### config.mk
export PLATFORM = sky130hd
export DESIGN_NAME = pss_peak_detector
export DESIGN_NICKNAME = d
export VERILOG_FILES = /design/src/rtl/pss_pkg.sv /design/src/rtl/sliding_sum.sv /design/src/rtl/pss_peak_detector.sv
export SDC_FILE = /design/constraint.sdc
export NUM_CORES = 1
export LEC_CHECK = 0
export CORE_MARGIN = 8
export CORE_UTILIZATION = 55
export CTS_CLUSTER_DIAMETER = 150
export CTS_CLUSTER_SIZE = 20
export DETAILED_ROUTE_END_ITERATION = 10
export GPL_TIMING_DRIVEN = 0
export MAX_ROUTING_LAYER = met4
export PLACE_DENSITY = 0.76
export SYNTH_ARGS = -nofsm -noshare
export SYNTH_HDL_FRONTEND = slang
export SYNTH_SLANG_ARGS = --single-unit
### constraint.sdc
create_clock -name clk_i -period 3 [get_ports clk_i]
set_clock_uncertainty 0.1 [all_clocks]
set_input_delay 0.6 -clock clk_i [delete_from_list [all_inputs] [get_ports clk_i]]
set_output_delay 0.6 -clock clk_i [all_outputs]
set_load 0.1 [all_outputs]
### src/rtl/pss_pkg.sv
// Shared types for the PSS peak detector: the detector state encoding.
package pss_pkg;

  typedef enum logic [1:0] {
    SEARCH  = 2'd0,
    CONFIRM = 2'd1,
    HOLDOFF = 2'd2
  } pss_state_e;

endpackage

### src/rtl/sliding_sum.sv
// Moving-window sum: a LEN-deep shift register of accepted samples plus the
// running sum of its contents. The sample being accepted is not yet included.
module sliding_sum #(
  parameter int DW  = 24,
  parameter int LEN = 8
) (
  input  logic                      clk_i,
  input  logic                      reset_ni,
  input  logic [DW-1:0]             data,
  input  logic                      valid,
  output logic [DW+$clog2(LEN)-1:0] sum
);

  localparam int SUM_W = DW + $clog2(LEN);

  logic [DW-1:0] win [LEN];

  // NOTE: the window memory is reset too, so the running sum stays exact
  // (oldest entry subtracted is a real sample or a known zero) after reset.
  always_ff @(posedge clk_i or negedge reset_ni) begin
    if (!reset_ni) begin
      sum <= '0;
      for (int i = 0; i < LEN; i++) win[i] <= '0;
    end else if (valid) begin
      // NOTE: non-blocking, so every stage reads its pre-edge neighbour;
      // blocking assignments would collapse the shift register in one edge.
      sum    <= sum + SUM_W'(data) - SUM_W'(win[LEN-1]);
      win[0] <= data;
      for (int i = 1; i < LEN; i++) win[i] <= win[i-1];
    end
  end

endmodule

### src/rtl/pss_peak_detector.sv
// PSS correlation peak detector: threshold against a moving average, local
// maximum search, optional holdoff (enabled by macro PSS_PEAK_HOLDOFF_EN).
module pss_peak_detector
  import pss_pkg::*;
#(
  parameter int IN_DW           = 24,
  parameter int IDX_DW          = 16,
  parameter int WINDOW_LEN      = 8,
  parameter int DETECTION_SHIFT = 3,
  parameter int MIN_LEVEL       = 100,
  parameter int PEAK_WIN        = 4,
  parameter int HOLDOFF_LEN     = 16
) (
  input  logic              clk_i,
  input  logic              reset_ni,
  input  logic [IN_DW-1:0]  s_axis_in_tdata,
  input  logic              s_axis_in_tvalid,
  output logic              peak_valid_o,
  output logic [IDX_DW-1:0] peak_idx_o,
  output logic [IN_DW-1:0]  peak_val_o
);

  localparam int LOG2_W  = $clog2(WINDOW_LEN);
  localparam int SUM_W   = IN_DW + LOG2_W;
  localparam int CMP_W   = SUM_W + DETECTION_SHIFT;
  localparam int FILL_W  = LOG2_W + 1;
  localparam int CNT_MAX = (PEAK_WIN > HOLDOFF_LEN) ? PEAK_WIN : HOLDOFF_LEN;
  localparam int CNT_W   = $clog2(CNT_MAX + 1);

  pss_state_e        state;
  logic [SUM_W-1:0]  sum;
  logic [FILL_W-1:0] fill_cnt;
  logic [IDX_DW-1:0] idx;
  logic [CNT_W-1:0]  cnt;
  logic [IN_DW-1:0]  cand_val;
  logic [IDX_DW-1:0] cand_idx;

  logic              filled;
  logic              trigger;
  logic              greater;
  logic [CMP_W-1:0]  in_scaled;
  logic [CMP_W-1:0]  sum_scaled;
  logic [IN_DW-1:0]  best_val;
  logic [IDX_DW-1:0] best_idx;

  sliding_sum #(
    .DW  (IN_DW),
    .LEN (WINDOW_LEN)
  ) u_sliding_sum (
    .clk_i    (clk_i),
    .reset_ni (reset_ni),
    .data     (s_axis_in_tdata),
    .valid    (s_axis_in_tvalid),
    .sum      (sum)
  );

  // NOTE: every output of this block is assigned on every path, so no latch.
  always_comb begin
    filled     = (fill_cnt == FILL_W'(WINDOW_LEN));
    in_scaled  = CMP_W'(s_axis_in_tdata) << LOG2_W;
    sum_scaled = CMP_W'(sum) << DETECTION_SHIFT;
    trigger    = filled && (s_axis_in_tdata > IN_DW'(MIN_LEVEL)) && (in_scaled > sum_scaled);
    greater    = (s_axis_in_tdata > cand_val);
    best_val   = greater ? s_axis_in_tdata : cand_val;
    best_idx   = greater ? idx : cand_idx;
  end

  // Everything advances only on accepted samples, so tvalid gaps are invisible.
  always_ff @(posedge clk_i or negedge reset_ni) begin
    if (!reset_ni) begin
      state        <= SEARCH;
      fill_cnt     <= '0;
      idx          <= '0;
      cnt          <= '0;
      cand_val     <= '0;
      cand_idx     <= '0;
      peak_valid_o <= 1'b0;
      peak_idx_o   <= '0;
      peak_val_o   <= '0;
    end else begin
      peak_valid_o <= 1'b0;
      if (s_axis_in_tvalid) begin
        idx <= idx + IDX_DW'(1);
        if (!filled) fill_cnt <= fill_cnt + FILL_W'(1);
        case (state)
          SEARCH: begin
            if (trigger) begin
              cand_val <= s_axis_in_tdata;
              cand_idx <= idx;
              cnt      <= '0;
              state    <= CONFIRM;
            end
          end
          CONFIRM: begin
            cand_val <= best_val;
            cand_idx <= best_idx;
            if (cnt == CNT_W'(PEAK_WIN - 1)) begin
              peak_valid_o <= 1'b1;
              peak_val_o   <= best_val;
              peak_idx_o   <= best_idx;
              cnt          <= '0;
`ifdef PSS_PEAK_HOLDOFF_EN
              state        <= HOLDOFF;
`else
              state        <= SEARCH;
`endif
            end else begin
              cnt <= cnt + CNT_W'(1);
            end
          end
          HOLDOFF: begin
            if (cnt == CNT_W'(HOLDOFF_LEN - 1)) begin
              cnt   <= '0;
              state <= SEARCH;
            end else begin
              cnt <= cnt + CNT_W'(1);
            end
          end
          default: state <= SEARCH;
        endcase
      end
    end
  end

endmodule

## Word level (Yosys, flattened, before mapping)

Cells that the tools add are included.

- Order comparisons: 3
- Bitwise logic cells: 1
- Multiplexer cells: 17
- Equality and inequality tests: 8
- Add/sub/neg operators: 5
- Reduce and logical (&&, ||, !) cells: 10

Operators with widths:

| kind | count |
|---|---|
| 24-bit 2-to-1 mux | 2 |
| 24-bit one-hot mux with 2 select lines | 1 |
| 16-bit 2-to-1 mux | 2 |
| 16-bit one-hot mux with 2 select lines | 1 |
| 27-bit by 30-bit greater-than comparator with 1-bit output | 1 |
| 27-bit by 24-bit adder with 27-bit output | 1 |
| 27-bit by 24-bit subtractor with 27-bit output | 1 |
| 24-bit greater-than comparator | 1 |
| 24-bit by 7-bit greater-than comparator with 1-bit output, second input constant | 1 |
| 16-bit by 1-bit adder with 16-bit output, second input constant | 1 |
| 5-bit 2-to-1 mux | 3 |
| 5-bit one-hot mux with 3 select lines | 1 |
| 3-bit AND reduction | 3 |
| 2-bit 2-to-1 mux | 3 |
| 2-bit inequality test, second input constant | 3 |
| 2-bit one-hot mux with 3 select lines | 1 |
| 5-bit by 1-bit adder with 5-bit output, second input constant | 1 |
| 5-bit by 2-bit == test with 1-bit output, second input constant | 1 |
| 5-bit by 4-bit == test with 1-bit output, second input constant | 1 |
| 4-bit by 1-bit adder with 4-bit output, second input constant | 1 |
| 4-bit == test, second input constant | 1 |
| 4-bit AND reduction | 1 |
| 1-bit 2-to-1 mux | 3 |
| 3-bit nonzero test | 1 |
| 7 further kinds | 8 |

- Input port bits: 27
- Output and inout port bits: 41
- Word-level logic and storage cells: 62
- Bits in registers: 327

## Logic depth before layout (Yosys ltp)

- Depth after elaboration: 5
- Depth in mapped cells: 12

## Modules after synthesis

A second synthesis with hierarchy kept.

- Cells, all modules: 1356
- Area, all modules: 16099.2 µm²

By module, submodules not included:

| module | cells an instance | instances | sequential area each (µm²) | area an instance (µm²) |
|---|---|---|---|---|
| sliding_sum | 807 | 1 | 5480.3 | 10272.4 |
| pss_peak_detector | 549 | 1 | 2677.6 | 5826.8 |

## Least setup slack after synthesis

No wires, ideal clock.

- Kind: input to register
- Start point: input s_axis_in_tdata[1]
- End point: register u_sliding_sum.sum[22]
- Library setup time: 132 ps
- Buffers on the path: 0
- Data required time: 2768 ps
- Slack: -493 ps
- Stages on the path: 11
- Arrival time: 3262 ps
- Cells stage by stage: inv_1 -> fa_1 -> inv_1 -> fa_1 -> a211oi_2 -> o311ai_2 -> a2111oi_2 -> nor2_1 -> a311o_1 -> nand4b_1 -> or3b_1

- Longest elaborated chain between the ends: 2

Ends and longest elaborated chain:

| item | RTL line | text |
|---|---|---|
| start: declaration | pss_peak_detector.sv:16 | `input logic [IN_DW-1:0] s_axis_in_tdata,` |
| 27-bit by 24-bit adder with 27-bit output | sliding_sum.sv:27 | `sum <= sum + SUM_W'(data) - SUM_W'(win[LEN-1]);` |
| 27-bit by 24-bit subtractor with 27-bit output | sliding_sum.sv:27 |  |
| end signal: assignment | sliding_sum.sv:27 |  |
| end: declaration | sliding_sum.sv:11 | `output logic [DW+$clog2(LEN)-1:0] sum` |

No other way between the ends.
A chain may end at the register's enable or synchronous reset.

## Worst setup path after layout

- Start point: register u_sliding_sum.win[1] in the netlist's numbering
- End point: register u_sliding_sum.sum[22]

- Longest elaborated chain between the ends: 1

Ends and longest elaborated chain:

| item | RTL line | text |
|---|---|---|
| start: declaration | sliding_sum.sv:16 | `logic [DW-1:0] win [LEN];` |
| 27-bit by 24-bit subtractor with 27-bit output | sliding_sum.sv:27 |  |

No other way between the ends.

==> results.ini <==
[outcome]
outcome=finished with violations
failed_checks=negative setup slack

[place]
dp_hpwl_um=25060
routabilityCongestion=0.9232
buffers_on_ports=66

[global_route]
grt_first_pass_wirelength_um=54640
grt_remaining_overflow=0
grt_max_degree=122
track_usage_pct=20.47
antenna_found_initial=0
grt_pass1_vias=10540

[cells_and_area]
n_antenna_cell=0
footprint_of_the_multi_input_gates_um2=7392
finalNetCount=1563
fillers=2221
final_layout_size_suffix_gt1_share_pct=23.90
area_growth_from_synthesis_to_final_layout_pct=14.26
ff_latch_area_um2=8158

[clocking]
cts_made_buffers=20
htreeDepth=1
holdBufCountCts=0
clock_sinks=326
clock-root-buffer=sky130_fd_sc_hd__clkbuf_16
clock_latency_ps=530
cts_tree=built
clock_transition_at_path_regs_ps=100
clk_path_buf_depth=3

[synthesis]
yosysWarnings=0
syn-instance-count=1316
synth.lib_cells_used.distinct=63
yosys-top-cells-area=sky130_fd_sc_hd__dfrtp_1 51%, sky130_fd_sc_hd__mux2_2 14%, sky130_fd_sc_hd__ha_1 6.4%
syn-cell-area_um2=15890
synth_seq_cells=326
postSynthNetCount=1448
yosysSeqAreaShare_pct=51.33
synth_area_leader_cell=sky130_fd_sc_hd__dfrtp_1
synth_area_per_cell_um2=12.08
async_flop_share_pct=100.0
synth_edf_count=0
synth_ff_type=sky130_fd_sc_hd__dfrtp_1
post-synth-top-count-cell=sky130_fd_sc_hd__dfrtp_1
ys_top_cells_by_count=326 x sky130_fd_sc_hd__dfrtp_1, 195 x sky130_fd_sc_hd__mux2_2, 135 x sky130_fd_sc_hd__inv_1
netlist.area_leader.share_pct=51.33

[detailed_routing]
drt-total-wl_um=34200
routed_wire_length_per_instance_um=18.84
via_per_inst=5.650
via_count=10250
drc_errors=0
postRouteAntennaNets=0
initialDrtViolationCount=638
first_pass_iters=5

[sta]
post-route-period-util_pct=109.9
report.final.slew_viol_count=0
setup_slack_ps=-298.1
finalHoldViolations=0
min_period_ps=3298
timing.final.setup_violations=10
fmaxAchievable_mhz=303.2
fin_setup_tns_ps=-1545
actual_slew_at_the_worst_max_slew_pin_ps=993.2
rsz0062_at_grt=yes
max-slew-margin-rel_pct=33.58

[setup_path]
worst_setup_path_type=flip-flop to flip-flop
worst_path_largest_cell_delay_ps=520
timing.critical_path.slowest_stage_cell=sky130_fd_sc_hd__fa_1
crit_path_max_fanout=3
crit_chain=fa_1 > inv_2 > fa_2 > a211oi_4 > o311ai_4 > a2111oi_4 > nor2_2 > a311o_1 > nand4b_1 > or3b_1
worst_r2r_startpoint=u_sliding_sum.win[1]
worstSetupStartpointType=flip-flop
regToRegEndpoint=u_sliding_sum.sum[22]
worstPathArrival_ps=3620
setup.worst_path.end_class=flip-flop
worst_r2r_path_depth=10
reg2reg_slack_ps=-300
worstPathRequired_ps=3320

[min_path]
hp-class=input port to async pin

[floorplan]
initial_core_util_pct=55.68
floorplan_row_count=62
die_w_um=186.0
io_pins=68
die_span_in_y_um=186.0
die-area_um2=34590
core_region_area_um2=28550

[flow_run]
number_of_max_capacitance_violations_reported=0

critical path, delay by kind of cell, from the launching register on:
kind / cells / cell delay, ps
AO/OA/AOI/OAI: 4 / 1190
AND/OR/NAND/NOR: 3 / 530
flip-flops: 1 / 410
adder cells (fa/ha/maj): 2 / 900
buffers and inverters: 1 / 60
cells in the final DEF, fill, tap and decap left out, types with 25 or more instances in the layout:
master                            instances
sky130_fd_sc_hd__dfrtp_1                326
sky130_fd_sc_hd__mux2_2                 194
sky130_fd_sc_hd__inv_1                  126
sky130_fd_sc_hd__a21oi_1                 72
sky130_fd_sc_hd__mux2i_1                 69
sky130_fd_sc_hd__ha_1                    69
sky130_fd_sc_hd__nor2_1                  60
sky130_fd_sc_hd__nand2_1                 48
sky130_fd_sc_hd__clkdlybuf4s50_1         42
sky130_fd_sc_hd__clkbuf_1                35
sky130_fd_sc_hd__buf_4                   25
cell families after synthesis:
| family | after synthesis | synth area share (%) |
|---|---|---|
| adder cells (fa/ha/maj) | 105 | 9.399 |
| multiplexers | 281 | 19.37 |
| flip-flops | 326 | 51.33 |
| AO/OA/AOI/OAI | 188 | 7.502 |
| AND/OR/NAND/NOR | 196 | 5.896 |
| buffers and inverters | 184 | 4.526 |
| XOR/XNOR | 36 | 1.984 |
routing by layer:
layer | global-route usage [%] | wire (um) | vias to the layer above
li1 | - | - | 4768
met1 | 26.81 | 15120 | 5230
met2 | 33.56 | 16730 | 202
met3 | 2.245 | 1471 | 54
met4 | 5.875 | 880 | 0
met5 | - | 0 | -
per-stage QoR:
stage          util, %  instance area, um2  worst slack [ps]  hold slack [ps]  instances
2_1_floorplan        -               16030            -342.8            204.4       1316
3_3_place_gp     60.15               17170            -12590            359.6       1766
3_5_place_dp     60.36               17230             -1380            369.0       1768
4_1_cts          62.76               17920            -287.4            69.31       1798
5_1_grt          63.62               18160            -405.3            111.3       1815
6_report         63.62               18160            -298.1            50.83       1815
sequential cells by signal, summed over array words and instances (netlist names):
name               cells
u_sliding_sum.win    192
u_sliding_sum.sum     27
cand_val              24
peak_val_o            24
cand_idx              16
idx                   16
peak_idx_o            16
cnt                    5
fill_cnt               4
peak_valid_o           1
state                  1
worst max-delay path by stage:
stage                                    start                     to
after floorplan             s_axis_in_tdata[1]  u_sliding_sum.sum[18]
after global placement                reset_ni           cand_idx[14]
after detailed placement    s_axis_in_tdata[7]  u_sliding_sum.sum[18]
after CTS                 u_sliding_sum.sum[1]  u_sliding_sum.sum[22]
after global routing      u_sliding_sum.win[1]  u_sliding_sum.sum[22]
final                     u_sliding_sum.win[1]  u_sliding_sum.sum[22]
area by class of cell:
cell class | count | area share [%]
well taps | 384 | 2.646
plain buffers | 48 | 1.247
multi-input cells | 806 | 40.70
flip-flops and latches | 326 | 44.92
repair buffers | 94 | 4.616
clock inverters | 1 | 0.08956
clock buffers | 21 | 2.894
inverters | 135 | 2.887
repair_timing:
item | in CTS | in global routing
setup endpoints to repair | 102 | 92
gates cloned | 0 | 1
resized for setup | 105 | 57
pin swaps | 9 | 25
buffers inserted | 9 | 18
Power is left out: the tool's default activity adds up to more than one toggle a clock period on the data nets, which glitch-free logic cannot reach.
